--- config.mk ---
export PLATFORM = sky130hd
export DESIGN_NAME = ordering_io_ctrl
export DESIGN_NICKNAME = d
export VERILOG_FILES = /design/src/rtl/ordering_io_ctrl.sv
export SDC_FILE = /design/constraint.sdc
export NUM_CORES = 1
export LEC_CHECK = 0
export ABC_AREA = 1
export BUFFER_PORTS_ARGS = -buffer_cell sky130_fd_sc_hd__clkbuf_2
export CORE_AREA = 4 4 126 128
export CTS_BUF_LIST = sky130_fd_sc_hd__clkbuf_8
export DETAILED_ROUTE_END_ITERATION = 10
export DIE_AREA = 0 0 130 132
export PLACE_DENSITY = 0.9
export SETUP_SLACK_MARGIN = 0.3
export SLEW_MARGIN = 20
export SYNTH_ARGS = -nofsm -noshare
export SYNTH_HDL_FRONTEND = slang
export SYNTH_SLANG_ARGS = --single-unit
--- constraint.sdc ---
create_clock -name clk -period 7.2 [get_ports clk]
set_clock_uncertainty 0.05 [all_clocks]
set_input_delay 0.72 -clock clk [delete_from_list [all_inputs] [get_ports clk]]
set_output_delay 0.72 -clock clk [all_outputs]
set_load 0.02 [all_outputs]
--- src/rtl/ordering_io_ctrl.sv ---
// Host-side loader/unloader for the per-replica city-ordering RAMs: serialises 64-bit beats
// into one-city-per-cycle RAM accesses and back. Optional input checking under ORDERING_CHECK_EN.
module ordering_io_ctrl #(
  parameter int unsigned REPLICA_NUM  = 32,
  parameter int unsigned CITY_NUM     = 31,
  parameter int unsigned CITY_NUM_LOG = 5,
  parameter int unsigned REPLICA_LOG  = 5
) (
  input  logic                    clk,
  input  logic                    reset,
  input  logic                    ptr_clear,
  input  logic                    ordering_write,
  input  logic [7:0][7:0]         ordering_wdata,
  input  logic                    ordering_read,
  output logic                    ordering_ready,
  output logic                    ordering_out_valid,
  output logic [7:0][7:0]         ordering_out_data,
  output logic                    ram_we,
  output logic                    ram_re,
  output logic [REPLICA_LOG-1:0]  ram_replica,
  output logic [CITY_NUM_LOG-1:0] ram_addr,
  output logic [7:0]              ram_wdata,
  input  logic [7:0]              ram_rdata,
  output logic                    io_busy
`ifdef ORDERING_CHECK_EN
  ,
  output logic                    ordering_err
`endif
);

  localparam int unsigned K_W       = 3;
  localparam int unsigned BPR       = (CITY_NUM + 7) / 8;
  localparam int unsigned POS_W     = CITY_NUM_LOG + 1;
  localparam int unsigned BEAT_SPAN = BPR * 8;

  typedef enum logic [2:0] {
    S_IDLE    = 3'd0,
    S_WR_SER  = 3'd1,
    S_RD_REQ  = 3'd2,
    S_RD_COL  = 3'd3,
    S_RD_DONE = 3'd4
  } state_t;

  state_t                  r_state;
  state_t                  w_state_nxt;
  logic [K_W-1:0]          r_k;
  logic [K_W-1:0]          w_k_nxt;
  logic [CITY_NUM_LOG-1:0] r_pos;
  logic [CITY_NUM_LOG-1:0] w_pos_nxt;
  logic [REPLICA_LOG-1:0]  r_rep;
  logic [REPLICA_LOG-1:0]  w_rep_nxt;
  logic [7:0][7:0]         r_latch;
  logic [7:0][7:0]         w_latch_nxt;
  logic [7:0][7:0]         r_rbeat;
  logic [7:0][7:0]         w_rbeat_nxt;
  logic [7:0][7:0]         r_out_data;
  logic [POS_W-1:0]        w_pos_sum;
  logic [POS_W-1:0]        w_addr_full;
  logic                    w_serial;
  logic                    w_beat_end;
  logic                    w_capture;
  logic                    w_in_range;
  logic                    w_issue_wr;
  logic                    w_issue_rd;
  logic [7:0]              w_cap_byte;

  logic                    r_ready;
  logic                    r_out_valid;
  logic                    r_ram_we;
  logic                    r_ram_re;
  logic [REPLICA_LOG-1:0]  r_ram_replica;
  logic [CITY_NUM_LOG-1:0] r_ram_addr;
  logic [7:0]              r_ram_wdata;
  logic                    r_busy;
  logic                    r_re_d;
  logic                    r_cap_en;
  logic [K_W-1:0]          r_cap_k;

  logic                    w_ready_nxt;
  logic                    w_valid_nxt;
  logic                    w_ram_we_nxt;
  logic                    w_ram_re_nxt;
  logic [REPLICA_LOG-1:0]  w_ram_replica_nxt;
  logic [CITY_NUM_LOG-1:0] w_ram_addr_nxt;
  logic [7:0]              w_ram_wdata_nxt;

  // State register
  always_ff @(posedge clk) begin
    if (reset || ptr_clear) begin
      r_state <= S_IDLE;
    end else begin
      r_state <= w_state_nxt;
    end
  end

  // Next-state logic; write wins when both requests are high in IDLE
  always_comb begin
    w_state_nxt = r_state;
    case (r_state)
      S_IDLE: begin
        if (ordering_write) begin
          w_state_nxt = S_WR_SER;
        end else if (ordering_read) begin
          w_state_nxt = S_RD_REQ;
        end
      end
      S_WR_SER:  if (r_k == K_W'(7)) w_state_nxt = S_IDLE;
      S_RD_REQ:  if (r_k == K_W'(7)) w_state_nxt = S_RD_COL;
      S_RD_COL:  w_state_nxt = S_RD_DONE;
      S_RD_DONE: w_state_nxt = S_IDLE;
      default:   w_state_nxt = S_IDLE;
    endcase
  end

  // Output logic: next values for every registered output and the pointer/latch datapath
  always_comb begin
    w_serial    = (r_state == S_WR_SER) || (r_state == S_RD_REQ);
    w_beat_end  = w_serial && (r_k == K_W'(7));
    w_capture   = (r_state == S_IDLE) && (w_state_nxt == S_WR_SER);
    w_k_nxt     = '0;
    w_pos_nxt   = r_pos;
    w_rep_nxt   = r_rep;
    w_latch_nxt = r_latch;
    w_pos_sum   = POS_W'(r_pos) + POS_W'(8);
    if (w_serial && !w_beat_end) begin
      w_k_nxt = r_k + K_W'(1);
    end
    if (w_beat_end) begin
      if (w_pos_sum == POS_W'(BEAT_SPAN)) begin
        w_pos_nxt = '0;
        w_rep_nxt = (r_rep == REPLICA_LOG'(REPLICA_NUM - 1)) ? '0 : r_rep + REPLICA_LOG'(1);
      end else begin
        w_pos_nxt = CITY_NUM_LOG'(w_pos_sum);
      end
    end
    if (w_capture) begin
      w_latch_nxt = ordering_wdata;
    end

    // Positions past the last city are padding: address still walks, strobe stays low
    w_addr_full       = POS_W'(w_pos_nxt) + POS_W'(w_k_nxt);
    w_in_range        = w_addr_full < POS_W'(CITY_NUM);
    w_issue_wr        = (w_state_nxt == S_WR_SER);
    w_issue_rd        = (w_state_nxt == S_RD_REQ);
    w_ram_we_nxt      = w_issue_wr && w_in_range;
    w_ram_re_nxt      = w_issue_rd && w_in_range;
    w_ram_addr_nxt    = (w_issue_wr || w_issue_rd) ? CITY_NUM_LOG'(w_addr_full) : '0;
    w_ram_replica_nxt = (w_ram_we_nxt || w_ram_re_nxt) ? w_rep_nxt : '0;
    w_ram_wdata_nxt   = w_issue_wr ? w_latch_nxt[K_W'(7) - w_k_nxt] : '0;
    w_ready_nxt       = w_capture || (w_state_nxt == S_RD_DONE);
    w_valid_nxt       = (w_state_nxt == S_RD_DONE);

    w_cap_byte  = r_re_d ? ram_rdata : '0;
    w_rbeat_nxt = r_rbeat;
    if (r_cap_en) begin
      w_rbeat_nxt[K_W'(7) - r_cap_k] = w_cap_byte;
    end
  end

  // Datapath and output registers; ptr_clear behaves like reset for this block
  always_ff @(posedge clk) begin
    if (reset || ptr_clear) begin
      r_k           <= '0;
      r_pos         <= '0;
      r_rep         <= '0;
      r_latch       <= '0;
      r_rbeat       <= '0;
      r_out_data    <= '0;
      r_ready       <= 1'b0;
      r_out_valid   <= 1'b0;
      r_ram_we      <= 1'b0;
      r_ram_re      <= 1'b0;
      r_ram_replica <= '0;
      r_ram_addr    <= '0;
      r_ram_wdata   <= '0;
      r_busy        <= 1'b0;
      r_re_d        <= 1'b0;
      r_cap_en      <= 1'b0;
      r_cap_k       <= '0;
    end else begin
      r_k           <= w_k_nxt;
      r_pos         <= w_pos_nxt;
      r_rep         <= w_rep_nxt;
      r_latch       <= w_latch_nxt;
      r_rbeat       <= w_rbeat_nxt;
      r_ready       <= w_ready_nxt;
      r_out_valid   <= w_valid_nxt;
      r_ram_we      <= w_ram_we_nxt;
      r_ram_re      <= w_ram_re_nxt;
      r_ram_replica <= w_ram_replica_nxt;
      r_ram_addr    <= w_ram_addr_nxt;
      r_ram_wdata   <= w_ram_wdata_nxt;
      r_busy        <= (w_state_nxt != S_IDLE);
      r_re_d        <= r_ram_re;
      r_cap_en      <= (r_state == S_RD_REQ);
      r_cap_k       <= r_k;
      if (r_state == S_RD_COL) begin
        r_out_data <= w_rbeat_nxt;
      end
    end
  end

  assign ordering_ready     = r_ready;
  assign ordering_out_valid = r_out_valid;
  assign ordering_out_data  = r_out_data;
  assign ram_we             = r_ram_we;
  assign ram_re             = r_ram_re;
  assign ram_replica        = r_ram_replica;
  assign ram_addr           = r_ram_addr;
  assign ram_wdata          = r_ram_wdata;
  assign io_busy            = r_busy;

`ifdef ORDERING_CHECK_EN
  logic r_err;
  logic w_err_set;

  // Flag out-of-range cities and a non-zero start city on a replica's first beat
  always_comb begin
    w_err_set = 1'b0;
    if (w_capture) begin
      if ((r_pos == '0) && (ordering_wdata[7] != 8'h00)) begin
        w_err_set = 1'b1;
      end
      for (int j = 0; j < 8; j++) begin
        if (((POS_W'(r_pos) + POS_W'(j)) < POS_W'(CITY_NUM)) &&
            (32'(ordering_wdata[7-j]) >= CITY_NUM)) begin
          w_err_set = 1'b1;
        end
      end
    end
  end

  always_ff @(posedge clk) begin
    if (reset || ptr_clear) begin
      r_err <= 1'b0;
    end else if (w_err_set) begin
      r_err <= 1'b1;
    end
  end

  assign ordering_err = r_err;
`endif

endmodule

======== Yosys cells after proc, flatten, opt, wreduce, memory -nomap -nowiden ========
Index checks and enable logic that the tools add are counted.
word-level totals
  flip-flop bits (word level) ............. 236
  bits of input ports ..................... 77
  output and inout bits ................... 87
cells by class
  add/subtract/negate cells ............... 6
  magnitude comparators ................... 4
  eq/ne operators ......................... 9
  muxes and demuxes ....................... 19
  bitwise logic cells ..................... 3
  reduce and logical (&&, ||, !) cells .... 17
operators by type and width
  operator                                                               count
  64-bit two-way mux                                                     2
  64-bit bitwise mux                                                     1
  5-bit two-way mux                                                      5
  8-bit binary-select mux with 3-bit select                              1
  8-bit demux with 3-bit select                                          1
  8-bit two-way mux                                                      3
  3-bit two-way mux                                                      5
  3-bit case mux with 4 select lines                                     1
  3-bit by 2-bit == test with 1-bit output, second input constant        3
  3-bit by 4-bit < comparator with 1-bit output, second input constant   2
  5-bit by 3-bit adder with 6-bit output                                 1
  5-bit by 4-bit adder with 6-bit output, second input constant          1
  3-bit by 1-bit == test with 1-bit output, second input constant        2
  3-bit == test, second input constant                                   2
  6-bit == test, second input constant                                   1
  1-bit logical AND                                                      6
  6-bit by 5-bit < comparator with 1-bit output, second input constant   1
  2-bit OR reduction                                                     3
  3-bit subtractor, first input constant                                 2
  5-bit by 1-bit adder with 5-bit output, second input constant          1
  5-bit == test, second input constant                                   1
  1-bit logical OR                                                       5
  3-bit by 1-bit adder with 3-bit output, second input constant          1
  3-bit by 1-bit >= comparator with 1-bit output, second input constant  1
  4 further kinds                                                        6

======== Longest topological paths before layout ========
  depth after elaboration ................. 12
  gate-level depth with buffers ........... 19
  mapped depth without buffers ............ 18

======== Least setup slack after synthesis ========
Ideal clock, no wire load.
  path kind ............................... register -> register
  start point ............................. register r_k[0]
  end point ............................... register r_ram_replica[2], in the netlist ram_replica[2]
  setup time .............................. 0.122 ns
  arrival time ............................ 2.356 ns
  data required time ...................... 7.028 ns
  slack ................................... 4.672 ns
  stages on the path, launching flop included .. 20
  buffers on the path ..................... 1
  period minus slack after synthesis ...... 2.528 ns
  cell sequence ........................... dfxtp_1 -> ha_1 -> ha_1 -> inv_1 -> nand2_2 -> inv_1 -> nand2_1 -> inv_1 -> buf_2 -> ha_1 -> inv_1 -> nor2_1 -> nor2_1 -> nand2_1 -> nand2_1 -> nand2_1 -> nor2_1 -> nand2_1 -> nand3_2 -> nor2_1
on the way
  cells in the longest elaborated chain, start to end .. 11
RTL lines
  what                                                                            line      text
  from (decl)                                                                     46        logic [K_W-1:0] r_k;
  from (signal assigned)                                                          181       r_k <= w_k_nxt;
  branches (longest 4 deep; another with 3-bit by 1-bit adder with 3-bit output)  -
  3-bit two-way mux (*)                                                           125       if (w_serial && !w_beat_end) begin
  named net w_k_nxt[2]                                                            47        logic [K_W-1:0] w_k_nxt;
  5-bit by 3-bit adder with 6-bit output (*)                                      141       w_addr_full = POS_W'(w_pos_nxt) + POS_W'(w_k_nxt);
  6-bit by 5-bit < comparator with 1-bit output (*)                               142       w_in_range = w_addr_full < POS_W'(CITY_NUM);
  1-bit logical AND (on tied branches)                                            145, 146
  1-bit logical OR (*)                                                            148       w_ram_replica_nxt = (w_ram_we_nxt || w_ram_re_nxt) ? w_rep_nxt : '0;
  1-bit inverter (no source line) (*)                                             -
  2-bit OR reduction (no source line) (*)                                         -
  to (signal assigned)                                                            190       r_ram_replica <= w_ram_replica_nxt;
  to (decl)                                                                       71        logic [REPLICA_LOG-1:0] r_ram_replica;
Mark *: on every way through the listed nets, which the timed path passes.
A chain may end at the register's enable or synchronous reset.

======== Final worst setup path ========
  start point ............................. register r_k[0]
  end point ............................... register r_ram_replica[1], in the netlist ram_replica[1]
on the way
  cells in the longest elaborated chain, start to end .. 11
RTL lines
  what
  branches (longest 11 deep; another with 5-bit by 3-bit adder with 6-bit output)
Parallel ways; which one is timed is not known.

==> impl_metrics.env <==
export IMPL_fin_nets=1340
export IMPL_synth_distinct_cells=34
export IMPL_syn_to_final_growth_pct=16.3
export IMPL_critPathMaxFanout=40
export IMPL_grt_ovfl_total=0
export IMPL_synthCells=1114
export IMPL_cts_tree="built"
export IMPL_die_h_microns=132
export IMPL_drv_slew=0
export IMPL_antenna_found_initial=0
export IMPL_diodes=0
export IMPL_grtUsageTotal=0.253
export IMPL_port_buffers=163
export IMPL_pre_cts_slack_ns=4.15
export IMPL_setup_ws_ns=4.15
export IMPL_io_pins=164
export IMPL_synth_net_count=1199
export IMPL_max_cap_viol_count=0
export IMPL_cp_depth=15
export IMPL_synth_seq_area_share=0.521
export IMPL_root_buffer="clkbuf_8"
export IMPL_placeableCoreArea_sq_um=14900
export IMPL_grt_start_max_net_pins=130
export IMPL_worstSetupPathType="reg -> reg"
export IMPL_fin_crit_ns=3.05
export IMPL_switching_power_w=0.000623
export IMPL_worstPathArrival_ns=3.46
export IMPL_seqCellArea_sq_um=4720
export IMPL_ir_worst_vdd_mv=0.211
export IMPL_num_rows=45
export IMPL_yosysTopAreaCell="dfxtp_1"
export IMPL_ctsResizeCount=0
export IMPL_vias=7894
export IMPL_p_seq_frac=0.525
export IMPL_crit_chain="ha_1, ha_1, inv_1, nand2_2, nor2_4, ha_1, ha_1, inv_1, nand2_1, nand3_1, nand3_1, nand2_1, nand2_1, nand3_2, nor2_1"
export IMPL_rsz0062_at_grt="no"
export IMPL_top_usage_layer="met2"
export IMPL_die_w_microns=130
export IMPL_htreeDepth=2
export IMPL_dp_hpwl_microns=14600
export IMPL_switching_share=0.246
export IMPL_clkSlewWorstSetupHoldPaths_ns=0.06
export IMPL_hold_depth=2
export IMPL_place_congestion=0.837
export IMPL_setup_tns_ns=0
export IMPL_max_freq_ghz=0.328
export IMPL_dr_pass1_iters=5
export IMPL_syn_area_sq_um=9070
export IMPL_yosysWarningCount=0
export IMPL_synthTopCellsByArea="dfxtp_1 52%, nor2_1 9.5%, nand2_1 6.7%, mux2i_1 6.2%, o211ai_1 5.0%"
export IMPL_grt_use_met2=0.412
export IMPL_mostFrequentLayoutCells="236 x dfxtp_1, 228 x nor2_1, 163 x clkbuf_2"
export IMPL_cts_path_max_buffers=3
export IMPL_postRouteAntennaNets=0
export IMPL_start_kind="register"
export IMPL_outcome="complete, no violations"
export IMPL_crit_path_end_kind="register"
export IMPL_setup_viol=0
export IMPL_fillCellCount=1123
export IMPL_multi_input_area_sq_um=3650
export IMPL_powerDensity_nw_per_um2=240
export IMPL_fin_crit_sh=0.423
export IMPL_min_path_type="reg -> reg"
export IMPL_ff2ff_path_depth=15
export IMPL_combPwrFrac=0.066
export IMPL_grt_pass1_wl_microns=36100
export IMPL_drt_iter0_drc=745
export IMPL_synth_seq_cells=236
export IMPL_drc=0
export IMPL_cts_hold_buffers=0
export IMPL_internal_power_w=0.00191
export IMPL_die_area_sq_um=17200
export IMPL_drive_gt1_frac=0.184
export IMPL_numCtsBuffers=37
export IMPL_grt_pass1_vias=7689
export IMPL_crit_slowest_cell="nor2_4"
export IMPL_use_met3=0.0454
export IMPL_cts_sinks=236
export IMPL_slew_headroom=0.319
export IMPL_routed_wl_microns=22100
export IMPL_cp_required_ns=7.62
export IMPL_p_leak_nw=5.07
export IMPL_path_delay_family="simple AND/OR/NAND/NOR gates"
export IMPL_worstPathBufferInverterCount=2
export IMPL_initial_core_util=0.610
export IMPL_hold_viol=0
export IMPL_p_clk_frac=0.409
export IMPL_final_common_cell="dfxtp_1"
export IMPL_wl_per_cell_microns=15.0
export IMPL_routed_via_density=5.37
export IMPL_cts_setup_buffers=0
export IMPL_avgSynthCellArea_sq_um=8.14
export IMPL_synth_top_area_frac=0.521
export IMPL_cp_common_cell="ha_1"
export IMPL_clk_insertion_delay_late_ns=0.54
export IMPL_met1_usage=0.328
export IMPL_max_stage_delay_ns=0.70
export IMPL_worst_pin_slew_ns=1.02
==> metal layers <==
metal | wire, microns | up-vias
li1 | - | 3874
met2 | 10400 | 341
met4 | 817 | 0
met1 | 9100 | 3610
met3 | 1740 | 69
met5 | 0 | -
==> flip-flops by register name, summed over array words and instances, names as in the netlist, 3 cells and up <==
signal / cells
r_rep: 5
r_cap_k: 3
ram_addr: 5
r_state: 3
ordering_out_data: 64
r_pos: 5
ram_replica: 5
r_k: 3
r_rbeat: 64
ram_wdata: 8
r_latch: 64
==> logic make-up after synthesis <==
group	share of synthesized area
XOR/XNOR	0.00400
AO/OA/AOI/OAI	0.127
adder cells (fa/ha/maj)	0.0110
multiplexers	0.0618
AND/OR/NAND/NOR	0.196
buffers and inverters	0.0789
flip-flops	0.521
==> stage by stage <==
step                instances  cell area [sq um]   util  power (W)  hold WS (ns)
finish                   1469              10600  0.710    0.00253         0.394
global route             1469              10600  0.710    0.00262         0.408
CTS                      1469              10500  0.710    0.00254         0.392
detailed placement       1404               9880  0.664    0.00152         0.387
global placement         1404               9880  0.664    0.00152         0.383
floorplan                1114               9070      -    0.00147         0.362
==> worst paths after layout <==
| path | startpoint | endpoint | slack (ns) |
|---|---|---|---|
| worst max-delay path | r_k[0] | ram_replica[1] | 4.15 |
| worst min-delay path | r_k[2] | r_cap_k[2] | 0.39 |
| worst max register to register | r_k[0] | ram_replica[1] | 4.15 |
| worst min register to register | r_k[2] | r_cap_k[2] | 0.39 |
==> cells in the mapped netlist <==
cell	instances
a21oi_1	91
a22oi_1	1
a31oi_1	3
and3_1	1
buf_2	21
buf_4	6
buf_6	1
clkbuf_1	37
dfxtp_1	236
ha_1	8
inv_1	107
inv_2	2
inv_4	1
mux2i_1	56
nand2_1	161
nand2_2	2
nand2_4	1
nand3_1	29
nand3_2	3
nand3b_1	1
nand4_1	1
nand4_2	1
nor2_1	229
nor2_4	1
nor3_1	4
nor3_2	1
o211ai_1	61
o21a_1	8
o21ai_0	26
o21ai_1	5
or2_1	1
or2_2	6
xor2_1	1
xor2_4	1
==> worst register-to-register path: cells and delay by family, from the launching register on <==
kind                     cells  cell delay (ns)
flip-flops                   1             0.34
buffers and inverters        2             0.19
adder cells (fa/ha/maj)      4             0.91
AND/OR/NAND/NOR              9             1.50
==> power groups by stage <==
stage	clock network (W)	registers [W]	logic [W]
after CTS	0.00104	0.00133	0.000167
after global routing	0.00110	0.00133	0.000184
after detailed placement	0	0.00136	0.000164
after global placement	0	0.00136	0.000161
after floorplan	0	0.00136	0.000112
final	0.00104	0.00133	0.000168
==> layout make-up <==
type | instances | area share
Tap cell | 188 | 0.0223
Sequential cell | 236 | 0.448
Multi-Input combinational cell | 703 | 0.346
Clock inverter | 24 | 0.0103
Clock buffer | 41 | 0.0535
Inverter | 110 | 0.0396
Timing Repair Buffer | 167 | 0.0805
No activity file was read; power rests on OpenSTA's default activity.
